## config.mk

```make
export PLATFORM = sky130hd
export DESIGN_NAME = pipeline_control_flat
export DESIGN_NICKNAME = d
export VERILOG_FILES = /design/src/rtl/pipeline_control_pkg.sv /design/src/rtl/pipeline_control_if.sv /design/src/rtl/pipeline_control_ctrl_decode.sv /design/src/rtl/pipeline_control.sv /design/src/flat_wrapper.sv
export SDC_FILE = /design/constraint.sdc
export NUM_CORES = 1
export LEC_CHECK = 0
export CORE_ASPECT_RATIO = 1.25
export CORE_MARGIN = 1.5
export CORE_UTILIZATION = 30
export DETAILED_ROUTE_END_ITERATION = 8
export PLACE_DENSITY = 0.66
export SYNTH_ARGS = -nofsm -noshare
export SYNTH_HDL_FRONTEND = slang
export SYNTH_SLANG_ARGS = --single-unit
```

## constraint.sdc

```tcl
create_clock -name clk -period 2.3 [get_ports clk]
set_input_delay 0.46 -clock clk [delete_from_list [all_inputs] [get_ports clk]]
set_output_delay 0.46 -clock clk [all_outputs]
set_load 0.01 [all_outputs]
```

## src/rtl/pipeline_control_pkg.sv

```systemverilog
// Shared definitions for the five-stage pipeline control slice: opcodes,
// control-bundle bit positions and the canonical bundle values.
package pipeline_control_pkg;

    localparam int CTRL_W = 11;

    localparam int B_REG2_SEL    = 10;
    localparam int B_MEM_READ    = 9;
    localparam int B_MEM_WRITE   = 8;
    localparam int B_MEM_TO_REG  = 7;
    localparam int B_REG_WRITE   = 6;
    localparam int B_BR_ZERO     = 5;
    localparam int B_BRANCH      = 4;
    localparam int B_BR_NOT_ZERO = 3;
    localparam int B_ALU_SRC     = 2;
    localparam int B_ALU_OP_HI   = 1;
    localparam int B_ALU_OP_LO   = 0;

    typedef logic [CTRL_W-1:0] ctrl_t;

    // Full 11-bit opcodes; branch and immediate forms are matched on a prefix only
    localparam logic [10:0] OP_ADD   = 11'b10001011000;
    localparam logic [10:0] OP_SUB   = 11'b11001011000;
    localparam logic [10:0] OP_AND   = 11'b10001010000;
    localparam logic [10:0] OP_ORR   = 11'b10101010000;
    localparam logic [10:0] OP_LDUR  = 11'b11111000010;
    localparam logic [10:0] OP_LDURB = 11'b00111000010;
    localparam logic [10:0] OP_STUR  = 11'b11111000000;
    localparam logic [7:0]  OP_CBZ   = 8'b10110100;
    localparam logic [7:0]  OP_CBNZ  = 8'b10110101;
    localparam logic [5:0]  OP_B     = 6'b000101;
    localparam logic [9:0]  OP_ADDI  = 10'b1001000100;
    localparam logic [9:0]  OP_SUBI  = 10'b1101000100;

    localparam ctrl_t CTRL_NOP   = 11'b00000000000;
    localparam ctrl_t CTRL_RTYPE = 11'b00001000010;
    localparam ctrl_t CTRL_LOAD  = 11'b01011000100;
    localparam ctrl_t CTRL_STORE = 11'b10100000100;
    localparam ctrl_t CTRL_CBZ   = 11'b10000100001;
    localparam ctrl_t CTRL_CBNZ  = 11'b10000001001;
    localparam ctrl_t CTRL_B     = 11'b00000010000;
    localparam ctrl_t CTRL_IMM   = 11'b00001000111;

endpackage

```

## src/rtl/pipeline_control_if.sv

```systemverilog
// Bundles the IF/ID inputs and all stage/hazard/counter outputs of pipeline_control.
interface pipeline_control_if #(
    parameter int REG_AW = 5,
    parameter int CNT_W  = 16
);
    import pipeline_control_pkg::*;

    logic [31:0]       instr;
    logic              ifid_valid;
    logic              flush;
    logic [CTRL_W-1:0] ex_ctrl;
    logic [CTRL_W-1:0] mem_ctrl;
    logic [CTRL_W-1:0] wb_ctrl;
    logic [REG_AW-1:0] ex_rd;
    logic [REG_AW-1:0] mem_rd;
    logic [REG_AW-1:0] wb_rd;
    logic              stall;
    logic              pc_write;
    logic              ifid_write;
    logic              ifid_flush;
    logic [CNT_W-1:0]  stall_cnt;
    logic [CNT_W-1:0]  flush_cnt;

    modport master (
        output instr, ifid_valid, flush,
        input  ex_ctrl, mem_ctrl, wb_ctrl, ex_rd, mem_rd, wb_rd,
        input  stall, pc_write, ifid_write, ifid_flush, stall_cnt, flush_cnt
    );

    modport slave (
        input  instr, ifid_valid, flush,
        output ex_ctrl, mem_ctrl, wb_ctrl, ex_rd, mem_rd, wb_rd,
        output stall, pc_write, ifid_write, ifid_flush, stall_cnt, flush_cnt
    );
endinterface

```

## src/rtl/pipeline_control_ctrl_decode.sv

```systemverilog
// Combinational opcode decode: produces the control bundle and whether the
// instruction reads a second source register.
module ctrl_decode
    import pipeline_control_pkg::*;
#(
    parameter int EN_IMM = 1
) (
    input  logic [31:0] instr,
    output ctrl_t       bundle,
    output logic        uses_src2
);

    logic [10:0] op;
    logic        unused_fields;

    assign op            = instr[31:21];
    assign unused_fields = ^instr[20:0];

    // Unrecognised opcodes fall through to an all-zero bundle
    always_comb begin
        bundle    = CTRL_NOP;
        uses_src2 = 1'b0;
        if (op == OP_ADD || op == OP_SUB || op == OP_AND || op == OP_ORR) begin
            bundle    = CTRL_RTYPE;
            uses_src2 = 1'b1;
        end else if (op == OP_LDUR || op == OP_LDURB) begin
            bundle = CTRL_LOAD;
        end else if (op == OP_STUR) begin
            bundle    = CTRL_STORE;
            uses_src2 = 1'b1;
        end else if (op[10:3] == OP_CBZ) begin
            bundle    = CTRL_CBZ;
            uses_src2 = 1'b1;
        end else if (op[10:3] == OP_CBNZ) begin
            bundle    = CTRL_CBNZ;
            uses_src2 = 1'b1;
        end else if (op[10:5] == OP_B) begin
            bundle = CTRL_B;
        end else if (EN_IMM != 0 && (op[10:1] == OP_ADDI || op[10:1] == OP_SUBI)) begin
            bundle = CTRL_IMM;
        end
    end

endmodule

```

## src/rtl/pipeline_control.sv

```systemverilog
// Pipeline control: decode, load-use hazard detection with flush priority,
// ID/EX -> EX/MEM -> MEM/WB control registers and saturating event counters.
module pipeline_control
    import pipeline_control_pkg::*;
#(
    parameter int REG_AW    = 5,
    parameter int EN_IMM    = 1,
    parameter int HAZARD_EN = 1,
    parameter int CNT_W     = 16
) (
    input  logic              clk,
    input  logic              reset_n,
    pipeline_control_if.slave bus
);

    localparam logic [REG_AW-1:0] NO_REG = REG_AW'(31);

    ctrl_t             dec_bundle;
    logic              uses_src2;
    logic [REG_AW-1:0] rn;
    logic [REG_AW-1:0] src2;
    logic              hazard;
    logic              stall;

    ctrl_t             ex_ctrl_q, mem_ctrl_q, wb_ctrl_q;
    logic [REG_AW-1:0] ex_rd_q, mem_rd_q, wb_rd_q;
    logic [CNT_W-1:0]  stall_cnt_q, flush_cnt_q;

    ctrl_decode #(.EN_IMM(EN_IMM)) u_decode (
        .instr     (bus.instr),
        .bundle    (dec_bundle),
        .uses_src2 (uses_src2)
    );

    assign rn   = REG_AW'(bus.instr[9:5]);
    assign src2 = dec_bundle[B_REG2_SEL] ? REG_AW'(bus.instr[4:0]) : REG_AW'(bus.instr[20:16]);

    // A load into X31 never creates a dependency; a flush suppresses the stall
    always_comb begin
        hazard = ex_ctrl_q[B_MEM_READ] && (ex_rd_q != NO_REG) &&
                 ((ex_rd_q == rn) || (uses_src2 && (ex_rd_q == src2)));
        stall  = (HAZARD_EN != 0) && bus.ifid_valid && !bus.flush && hazard;
    end

    always_ff @(posedge clk or negedge reset_n) begin
        if (!reset_n) begin
            ex_ctrl_q  <= CTRL_NOP;
            mem_ctrl_q <= CTRL_NOP;
            wb_ctrl_q  <= CTRL_NOP;
            ex_rd_q    <= NO_REG;
            mem_rd_q   <= NO_REG;
            wb_rd_q    <= NO_REG;
        end else begin
            if (stall || bus.flush || !bus.ifid_valid) begin
                ex_ctrl_q <= CTRL_NOP;
                ex_rd_q   <= NO_REG;
            end else begin
                ex_ctrl_q <= dec_bundle;
                ex_rd_q   <= REG_AW'(bus.instr[4:0]);
            end
            mem_ctrl_q <= ex_ctrl_q;
            mem_rd_q   <= ex_rd_q;
            wb_ctrl_q  <= mem_ctrl_q;
            wb_rd_q    <= mem_rd_q;
        end
    end

    always_ff @(posedge clk or negedge reset_n) begin
        if (!reset_n) begin
            stall_cnt_q <= '0;
            flush_cnt_q <= '0;
        end else begin
            if (stall && stall_cnt_q != '1) begin
                stall_cnt_q <= stall_cnt_q + CNT_W'(1);
            end
            if (bus.flush && flush_cnt_q != '1) begin
                flush_cnt_q <= flush_cnt_q + CNT_W'(1);
            end
        end
    end

    assign bus.ex_ctrl    = ex_ctrl_q;
    assign bus.mem_ctrl   = mem_ctrl_q;
    assign bus.wb_ctrl    = wb_ctrl_q;
    assign bus.ex_rd      = ex_rd_q;
    assign bus.mem_rd     = mem_rd_q;
    assign bus.wb_rd      = wb_rd_q;
    assign bus.stall      = stall;
    assign bus.pc_write   = ~stall;
    assign bus.ifid_write = ~stall;
    assign bus.ifid_flush = bus.flush;
    assign bus.stall_cnt  = stall_cnt_q;
    assign bus.flush_cnt  = flush_cnt_q;

endmodule

```

## src/flat_wrapper.sv

```systemverilog
// flat-port wrapper written by rule: the top's interface ports become plain ports
module pipeline_control_flat import pipeline_control_pkg::*;
#(
    parameter int REG_AW    = 5,
    parameter int EN_IMM    = 1,
    parameter int HAZARD_EN = 1,
    parameter int CNT_W     = 16
)
  (clk, reset_n, bus_instr, bus_ifid_valid, bus_flush, bus_ex_ctrl, bus_mem_ctrl, bus_wb_ctrl, bus_ex_rd, bus_mem_rd, bus_wb_rd, bus_stall, bus_pc_write, bus_ifid_write, bus_ifid_flush, bus_stall_cnt, bus_flush_cnt);
  pipeline_control_if #(.REG_AW(REG_AW), .CNT_W(CNT_W)) bus_i ();
  input  logic clk;
  input  logic reset_n;
  input wire logic [$bits(bus_i.instr)-1:0] bus_instr;
  input wire logic [$bits(bus_i.ifid_valid)-1:0] bus_ifid_valid;
  input wire logic [$bits(bus_i.flush)-1:0] bus_flush;
  output wire logic [$bits(bus_i.ex_ctrl)-1:0] bus_ex_ctrl;
  output wire logic [$bits(bus_i.mem_ctrl)-1:0] bus_mem_ctrl;
  output wire logic [$bits(bus_i.wb_ctrl)-1:0] bus_wb_ctrl;
  output wire logic [$bits(bus_i.ex_rd)-1:0] bus_ex_rd;
  output wire logic [$bits(bus_i.mem_rd)-1:0] bus_mem_rd;
  output wire logic [$bits(bus_i.wb_rd)-1:0] bus_wb_rd;
  output wire logic [$bits(bus_i.stall)-1:0] bus_stall;
  output wire logic [$bits(bus_i.pc_write)-1:0] bus_pc_write;
  output wire logic [$bits(bus_i.ifid_write)-1:0] bus_ifid_write;
  output wire logic [$bits(bus_i.ifid_flush)-1:0] bus_ifid_flush;
  output wire logic [$bits(bus_i.stall_cnt)-1:0] bus_stall_cnt;
  output wire logic [$bits(bus_i.flush_cnt)-1:0] bus_flush_cnt;
  assign bus_i.instr = bus_instr;
  assign bus_i.ifid_valid = bus_ifid_valid;
  assign bus_i.flush = bus_flush;
  assign bus_ex_ctrl = bus_i.ex_ctrl;
  assign bus_mem_ctrl = bus_i.mem_ctrl;
  assign bus_wb_ctrl = bus_i.wb_ctrl;
  assign bus_ex_rd = bus_i.ex_rd;
  assign bus_mem_rd = bus_i.mem_rd;
  assign bus_wb_rd = bus_i.wb_rd;
  assign bus_stall = bus_i.stall;
  assign bus_pc_write = bus_i.pc_write;
  assign bus_ifid_write = bus_i.ifid_write;
  assign bus_ifid_flush = bus_i.ifid_flush;
  assign bus_stall_cnt = bus_i.stall_cnt;
  assign bus_flush_cnt = bus_i.flush_cnt;
  pipeline_control #(.REG_AW(REG_AW), .EN_IMM(EN_IMM), .HAZARD_EN(HAZARD_EN), .CNT_W(CNT_W)) u_core (.clk(clk), .reset_n(reset_n), .bus(bus_i));
endmodule
```

[Word-level counts from Yosys, hierarchy flattened]
Cells that the tools add are included.
Storage, ports and cells
  register bits after elaboration: 80
  latch bits: 0
  bits in writable memories: 0
  memory bits (read-only): 0
  bits of input ports: 36
  output and inout bits: 84
  logic and storage cells: 60
  memories: 0
Operators by class
  add/subtract/negate cells: 2
  multipliers: 0
  div/mod/pow operators: 0
  $lt $le $gt $ge: 0
  equal/unequal tests: 17
  shifts and indexed selects: 0
  muxes and demuxes: 15
  bitwise logic cells: 1
  reduce and logical (&&, ||, !) cells: 17
Operator list (count)
  $eq A11 B11 Y1 const B: 6
  $mux W11: 6
  $add A16 B1 Y16 const B: 2
  $ne A16 B16 Y1 const B: 2
  $eq A10 B10 Y1 const B: 2
  $eq A8 B8 Y1 const B: 2
  $mux W7: 2
  $eq A11 B9 Y1 const B: 1
  $eq A5 B5 Y1: 2
  $mux W5: 2
  $logic_or A1 B1 Y1: 8
  $logic_and A1 B1 Y1: 7
  $eq A6 B3 Y1 const B: 1
  $mux W1: 5
  $ne A5 B5 Y1 const B: 1
  $logic_not A1 Y1: 2
  $not A1 Y1: 1

[Logic depth before layout (Yosys ltp)]
Gate-level depths: netlist of run 1.
  depth after elaboration: 18
  mapped depth: 8
  depth with buffers taken out: 7

[Hierarchy]
From an unflattened synthesis of run 1, not the netlist that was laid out.
Unflattened totals
  cell total of the unflattened synthesis: 260
  area, all modules: 3303.2 µm²
Modules (own cells, without submodules)
  pipeline_control: times used 1, cells an instance 228, area an instance 3074.2 µm², sequential area each 2020.7 µm²
  ctrl_decode: times used 1, cells an instance 32, area an instance 229.0 µm², sequential area each 0.0 µm²

[Least setup slack after synthesis of run 1]
No wires, ideal clock.
  kind: in2out
  start point: input port bus_instr[21]
  end point: output port bus_pc_write
  arrival time: 2.058 ns
  data required time: 1.840 ns
  setup slack: -0.218 ns
  stages on the path: 8
  path buffers: 2
  path through: nor4b_4 nand4_2 a21o_1 a31o_1 a31oi_4 buf_2 nand2_1 buf_4
Between the ends
  cells in the longest elaborated chain, start to end: 12
  elaborated cells on any way between the ends: 24
  classes of those cells: eq/ne (8); mux (7); bitwise (1); reduce/logical (8)
RTL lines
  start: declaration: line flat_wrapper.sv:13  | input wire logic [$bits(bus_i.instr)-1:0] bus_instr;
  $eq A11 B11 Y1: line pipeline_control_ctrl_decode.sv:23  | if (op == OP_ADD || op == OP_SUB || op == OP_AND || op == OP_ORR) begin
  $logic_or A1 B1 Y1 (3 in a row): line pipeline_control_ctrl_decode.sv:23
  $mux W11: line pipeline_control_ctrl_decode.sv:23
  $mux W5: line pipeline_control.sv:36  | assign src2 = dec_bundle[B_REG2_SEL] ? REG_AW'(bus.instr[4:0]) : REG_AW'(bus.instr[20:16]);
  $eq A5 B5 Y1: line pipeline_control.sv:41  | ((ex_rd_q == rn) || (uses_src2 && (ex_rd_q == src2)));
  $logic_and A1 B1 Y1 *: line pipeline_control.sv:41
  $logic_or A1 B1 Y1 *: line pipeline_control.sv:41
  $logic_and A1 B1 Y1 *: line pipeline_control.sv:40  | hazard = ex_ctrl_q[B_MEM_READ] && (ex_rd_q != NO_REG) &&
  $logic_and A1 B1 Y1 *: line pipeline_control.sv:42  | stall = (HAZARD_EN != 0) && bus.ifid_valid && !bus.flush && hazard;
  $not A1 Y1 *
  end: declaration: line flat_wrapper.sv:23  | output wire logic [$bits(bus_i.pc_write)-1:0] bus_pc_write;
Every way passes the cells marked *; elsewhere a longest branch is shown, timed or not.

[Final worst setup path of run 1]
  start point: register u_core.ex_rd_q[1], in the netlist u_core.bus.ex_rd[1]
  end point: output port bus_stall
Between the ends
  cells in the longest elaborated chain, start to end: 5
  elaborated cells on any way between the ends: 8
  classes of those cells: eq/ne (3); reduce/logical (5)
RTL lines
  start: declaration: line pipeline_control.sv:26  | logic [REG_AW-1:0] ex_rd_q, mem_rd_q, wb_rd_q;
  start signal: assignment: line pipeline_control.sv:59  | ex_rd_q <= REG_AW'(bus.instr[4:0]);
  $eq A5 B5 Y1: line pipeline_control.sv:41
  $logic_and A1 B1 Y1: line pipeline_control.sv:41
  $logic_or A1 B1 Y1: line pipeline_control.sv:41
  $logic_and A1 B1 Y1 *: line pipeline_control.sv:40
  $logic_and A1 B1 Y1 *: line pipeline_control.sv:42
  end: declaration: line flat_wrapper.sv:22  | output wire logic [$bits(bus_i.stall)-1:0] bus_stall;
Marked as above.

==> flow_metrics.py, run 1 <==
metrics = {
    "synth": {
        "synthCells": 267,
        "ys_ff_latch": 77,
        "yosys-top-cells-area": "dfrtp_1 48%, dfstp_2 12%, xnor2_1 8.1%",
        "syn_area_per_cell_um2": 12.1,
        "syn-num-nets": 305,
        "ys.flop_type": "dfrtp_1",
        "yosys.area.top_type_share_pct": 48.0,
        "yosysSeqAreaShare_pct": 60.2,
        "ys_types": 48,
        "yosys_warnings": 0,
        "yosysTopAreaCell": "dfrtp_1",
        "syn_area_mm2": 0.00323,
        "synthArstFlopShare_pct": 100,
        "synth_edf_count": 0,
    },
    "clock_network": {
        "cts_root_buf": "clkbuf_16",
        "cts_hold_buffers": 0,
        "cts_max_path_buffers": 2,
        "numCtsBuffers": 9,
        "clk_pin_slew_worst_paths_ns": 0.06,
        "clock_sinks": 77,
        "cts_tree": "yes",
        "htree_levels": 3,
        "clock_latency_ns": 0.33,
    },
    "global_route": {
        "grt_usage_pct": 14.9,
        "overflow": 0,
        "antenna_found_initial": 0,
        "grt_max_degree": 46,
        "grt_pass1_vias": 2595,
        "grt_pass1_wl_um": 12900,
    },
    "timing": {
        "setup_viol": 34,
        "max_freq_mhz": 379,
        "post-route-min-period_ns": 2.64,
        "timing_worst_slew_pin_value_ns": 0.447,
        "finalCritPeriodShare_pct": 115,
        "rsz0062_at_grt": "yes",
        "finalHoldViolCount": 0,
        "clock_skew_ns": 0.00809,
        "slew_headroom_pct": 70.2,
        "fin_ws_ns": -0.338,
        "finalMaxSlewViolations": 0,
    },
    "setup_path": {
        "cp_max_fo": 3,
        "setup.worst_path.end_class": "primary output",
        "crit_type": "flip-flop to primary output",
        "critPathSlowestCell": "dfstp_2",
        "crit_chain": "xor2_2 -> nor4_2 -> buf_4 -> nand3_2 -> a31o_1 -> a31oi_4 -> nand2_4 -> inv_2 -> buf_6",
        "cpPeakStageDelay_ns": 0.55,
        "cp_data_arrival_time_ns": 2.18,
        "startpoint_type": "flip-flop",
        "cp.required_ns": 1.84,
    },
    "power": {
        "power_mw": 3.46,
        "p_per_area_mw_per_mm2": 663,
        "peakVddDrop_v": 0.000401,
        "leakage_nw": 2.27,
    },
    "routing": {
        "ant_nets": 0,
        "drtPass1Iterations": 4,
        "drt-initial-drc-count": 54,
        "routed_wirelength_um": 8100,
        "avgViaCountPerCell": 4.61,
        "drc": 0,
        "vias": 2575,
        "wl_per_cell_um": 14.5,
    },
    "die": {
        "core_mm2": 0.0106,
        "die_h_um": 119,
        "num_rows": 42,
        "io-pin-count": 120,
        "dieWidth_um": 95.9,
        "start_util_pct": 30.6,
        "die-area_mm2": 0.0114,
    },
    "outcome": {
        "outcome": "finished with violations",
        "failed_checks": "negative setup slack",
    },
    "finish": {
        "fin_cells": 559,
        "drive_above_1_share_pct": 23.0,
        "area_growth_pct": 61.5,
        "diodes": 0,
        "finish.utilization_pct": 49.4,
        "nets": 460,
    },
    "placement": {
        "globalplace.congestion": 0.840,
        "port_buffers": 113,
        "dp.cells": 534,
        "hpwl_um": 5820,
    },
    "hold_path": {
        "min_path_type": "input port to asynchronous set/reset pin",
    },
    "job": {
        "maxCapViolCount": 0,
    },
}
-- sequential cells by signal (all words and copies together), names as in the netlist --
| signal | count |
|---|---|
| u_core.bus.stall_cnt | 16 |
| u_core.bus.mem_ctrl | 10 |
| u_core.bus.ex_ctrl | 10 |
| u_core.bus.wb_rd | 5 |
| u_core.bus.wb_ctrl | 10 |
| u_core.bus.flush_cnt | 16 |
| u_core.bus.mem_rd | 5 |
| u_core.bus.ex_rd | 5 |
-- cells in the mapped netlist, types with 3 or more instances --
library cell  instances
nor3_1                9
nor2_1               16
nand4_1              15
and3_1                6
dfrtp_1              62
a211oi_1              3
dfstp_2              15
a21oi_1               3
and2_1                3
xnor2_1              30
nand3_1              20
nor2b_1               3
xor2_1               11
inv_1                 4
and4_1                3
buf_4                 5
nand2_1              19
or3_1                 5
-- repair_timing --
action | 4_1_cts | 5_1_grt
setup endpoints to repair | 34 | 34
gates cloned | 1 | 0
pin swaps | 6 | 7
setup buffers | 8 | 1
gates resized for setup | 46 | 6
-- cell families after synthesis --
family / count (synthesis) / share of synthesized area (%)
AOI/OAI and AO/OA: 15 / 3.68
DFF: 77 / 60.2
and+or+nand+nor: 116 / 20.8
muxes: 2 / 0.774
buffers and inverters: 14 / 2.71
adders and majority gates: 2 / 0.774
xor gates and xnor gates: 41 / 11.1
-- critical path, delay by kind of cell (launching register included) --
family	cells	cell delay, ns
buffers and inverters	3	0.32
AND/OR/NAND/NOR	3	0.48
XOR/XNOR	1	0.06
AO/OA/AOI/OAI	2	0.45
flip-flops	1	0.55
-- through the flow --
step | worst slack (ns) | cell area, µm² | TNS, ns | hold WS (ns)
CTS | -0.375 | 5190 | -7.30 | 0.0811
detailed placement | -0.972 | 4710 | -19.17 | 0.358
global placement | -0.901 | 4710 | -16.66 | 0.356
global route | -0.461 | 5220 | -11.09 | 0.0953
finish | -0.338 | 5220 | -7.27 | 0.0677
floorplan | -0.0713 | 3250 | -0.116 | 0.164
-- cell usage in the layout (no fill, tap or decap), drive strengths merged, types with 3 or more instances in the layout --
cell and count:
nand2 19, a211oi 3, inv 5, nor2 16
and3 6, clkdlybuf4s50 95, or3 5, nor3 9
clkbuf 9, nand4 16, and2 4, dfrtp 62
xor2 11, xnor2 30, nor2b 3, dfstp 15
a21oi 3, and4 3, buf 44, dlygate4sd2 12
nand3 20
-- where the power goes --
part	internal, mW	switching, mW	total [mW]
Clock	0.953	0.561	1.51
Sequential	1.43	0.0723	1.50
Combinational	0.257	0.188	0.446
-- worst paths after layout --
check	slack [ns]	from	cells past startpoint	to
worst min-delay path	0.07	reset_n	1	u_core.bus.stall_cnt[1]
min in group clk	0.37	u_core.bus.mem_rd[1]	0	u_core.bus.wb_rd[1]
worst max register to register	-0.33	u_core.bus.ex_rd[1]	13	u_core.bus.stall_cnt[1]
max in group asynchronous	1.58	reset_n	2	u_core.bus.mem_rd[0]
worst min register to register	0.37	u_core.bus.mem_rd[1]	0	u_core.bus.wb_rd[1]
worst max-delay path	-0.34	u_core.bus.ex_rd[1]	9	bus_stall
-- layer usage --
layer  share of wire [%]  track usage [%]
met3                 5.1             3.90
met1                  43             19.1
met2                  50             23.7
met5                   0                0
met4                 1.3             5.70
-- area by class of cell --
type | instances | area (µm²)
clock buffer | 9 | 225
clock inverter | 7 | 97.6
fill | 953 | 5340
inverter | 4 | 15.0
multi-input combinational | 176 | 1280
sequential | 77 | 1950
tap | 132 | 165
timing repair buffer | 154 | 1500
No activity file was read; power rests on OpenSTA's default activity.
==> run 2: changes to the inputs <==
CORE_UTILIZATION = 40   (was 30)
PLACE_DENSITY = 0.82   (was 0.66)
==> flow_metrics.py, run 2 (synthesis results as in run 1) <==
metrics = {
    "clock_network": {
        "cts_tree": "yes",
        "cts_max_path_buffers": 2,
        "cts_hold_buffers": 0,
        "numCtsBuffers": 9,
        "htree_levels": 3,
        "cts_root_buf": "clkbuf_8",
        "clk_pin_slew_worst_paths_ns": 0.09,
        "clock_sinks": 77,
        "clock_latency_ns": 0.34,
    },
    "setup_path": {
        "startpoint_type": "flip-flop",
        "cp.required_ns": 1.84,
        "crit_top_cell": "buf_6",
        "startpoint": "u_core.bus.ex_rd[4]",
        "crit_chain": "buf_6 -> xor2_2 -> nor3_2 -> nand3_2 -> a31o_1 -> a31oi_4 -> nand2_4 -> inv_2 -> buf_6",
        "setup.worst_path.end_class": "primary output",
        "cp_max_fo": 3,
        "rr_worst_depth": 13,
        "reg2reg_slack_ns": -0.28,
        "crit_type": "flip-flop to primary output",
        "r2r-start": "u_core.bus.ex_rd[4]",
        "cpPeakStageDelay_ns": 0.60,
        "crit_end": "bus_stall",
        "critPathSlowestCell": "dfstp_2",
        "worstReg2RegEnd": "u_core.bus.stall_cnt[1]",
        "cp_data_arrival_time_ns": 2.14,
    },
    "timing": {
        "finalHoldViolCount": 0,
        "fin_hold_ws_ns": 0.114,
        "max_freq_mhz": 384,
        "final.setup.tns_ns": -5.06,
        "rsz0062_at_grt": "yes",
        "fin_ws_ns": -0.303,
        "post-route-min-period_ns": 2.60,
        "timing_worst_slew_pin_value_ns": 0.415,
        "slew_headroom_pct": 72.3,
        "setup_viol": 34,
        "finalMaxSlewViolations": 0,
        "clock_skew_ns": 0.0142,
        "finalCritPeriodShare_pct": 113,
    },
    "global_route": {
        "grt_pass1_vias": 2787,
        "grt_usage_pct": 19.9,
        "grt_max_degree": 78,
        "overflow": 0,
        "antenna_found_initial": 0,
        "grt_pass1_wl_um": 13700,
    },
    "power": {
        "p_per_area_mw_per_mm2": 608,
        "power_mw": 3.20,
        "leakage_nw": 2.33,
        "peakVddDrop_v": 0.000617,
    },
    "finish": {
        "n_fill_cell": 589,
        "drive_above_1_share_pct": 27.3,
        "area_growth_pct": 63.0,
        "multi_input_area_mm2": 0.00137,
        "diodes": 0,
        "layout_common_cells": "94 x clkdlybuf4s50_1, 62 x dfrtp_1, 29 x xnor2_1, 29 x buf_4, 17 x nand2_1",
        "layout.cells.most_common": "clkdlybuf4s50_1",
        "register_area_mm2": 0.00195,
        "nets": 465,
        "fin_area_mm2": 0.00527,
    },
    "routing": {
        "drc": 0,
        "drtPass1Iterations": 4,
        "wl_per_cell_um": 16.9,
        "vias": 2686,
        "avgViaCountPerCell": 5.10,
        "drt-initial-drc-count": 71,
        "routed_wirelength_um": 8930,
        "ant_nets": 0,
    },
    "outcome": {
        "failed_checks": "negative setup slack",
        "outcome": "finished with violations",
    },
    "job": {
        "maxCapViolCount": 0,
    },
    "die": {
        "io-pin-count": 120,
        "dieWidth_um": 83.4,
        "die_h_um": 104,
        "start_util_pct": 41.3,
        "die-area_mm2": 0.00863,
        "core_mm2": 0.00784,
        "num_rows": 36,
    },
    "placement": {
        "port_buffers": 113,
        "preCtsSetupSlack_ns": -0.916,
        "globalplace.congestion": 0.860,
        "hpwl_um": 5900,
        "dpl_cell_area_mm2": 0.00470,
    },
    "hold_path": {
        "min_path_type": "input port to asynchronous set/reset pin",
    },
}
==> run 2: per-layer routing <==
metal  wire length (µm)  GRT usage, %
met1               3510          23.3
met2               4860          35.9
met3                369          3.82
met4                186          7.26
met5                  0             0
==> run 2: repair_timing <==
action	4_1_cts	5_1_grt
pin swaps	9	16
cloned	1	1
buffers inserted	4	7
setup endpoints to repair	34	34
resized for setup	36	52
==> run 2: metrics by stage <==
step                util [%]  instances
global placement        60.0        500
global route            67.2        527
floorplan                  -        267
finish                  67.2        527
detailed placement      60.0        500
CTS                     64.3        520
==> run 2: layout make-up <==
class	count	area share, %
Clock buffer	10	2.42
Clock inverter	6	2.14
Inverter	4	0.285
Multi-Input combinational cell	176	26.0
Sequential cell	77	36.9
Tap cell	95	2.26
Timing Repair Buffer	159	29.9
==> run 2: worst max-delay path: cells and delay by family (launching register included) <==
family          cells  cell delay (ns)
compound gates      2             0.42
xor+xnor            1             0.07
buf+inv             3             0.28
flops               1             0.60
simple gates        3             0.45
==> run 2: power by group <==
group	switching (mW)	internal (mW)	total, mW
combinational	0.210	0.273	0.484
clock	0.493	0.724	1.22
sequential	0.0746	1.43	1.50
total	0.778	2.42	3.20
==> run 2: worst min path at each step <==
stage | cells after the start | to | start
after floorplan | 0 | u_core.bus.ex_ctrl[0] | reset_n
after global placement | 0 | u_core.bus.wb_rd[2] | u_core.bus.mem_rd[2]
after detailed placement | 0 | u_core.bus.wb_rd[2] | u_core.bus.mem_rd[2]
after CTS | 2 | u_core.bus.mem_ctrl[2] | reset_n
after global routing | 2 | u_core.bus.mem_ctrl[2] | reset_n
final | 2 | u_core.bus.mem_ctrl[2] | reset_n
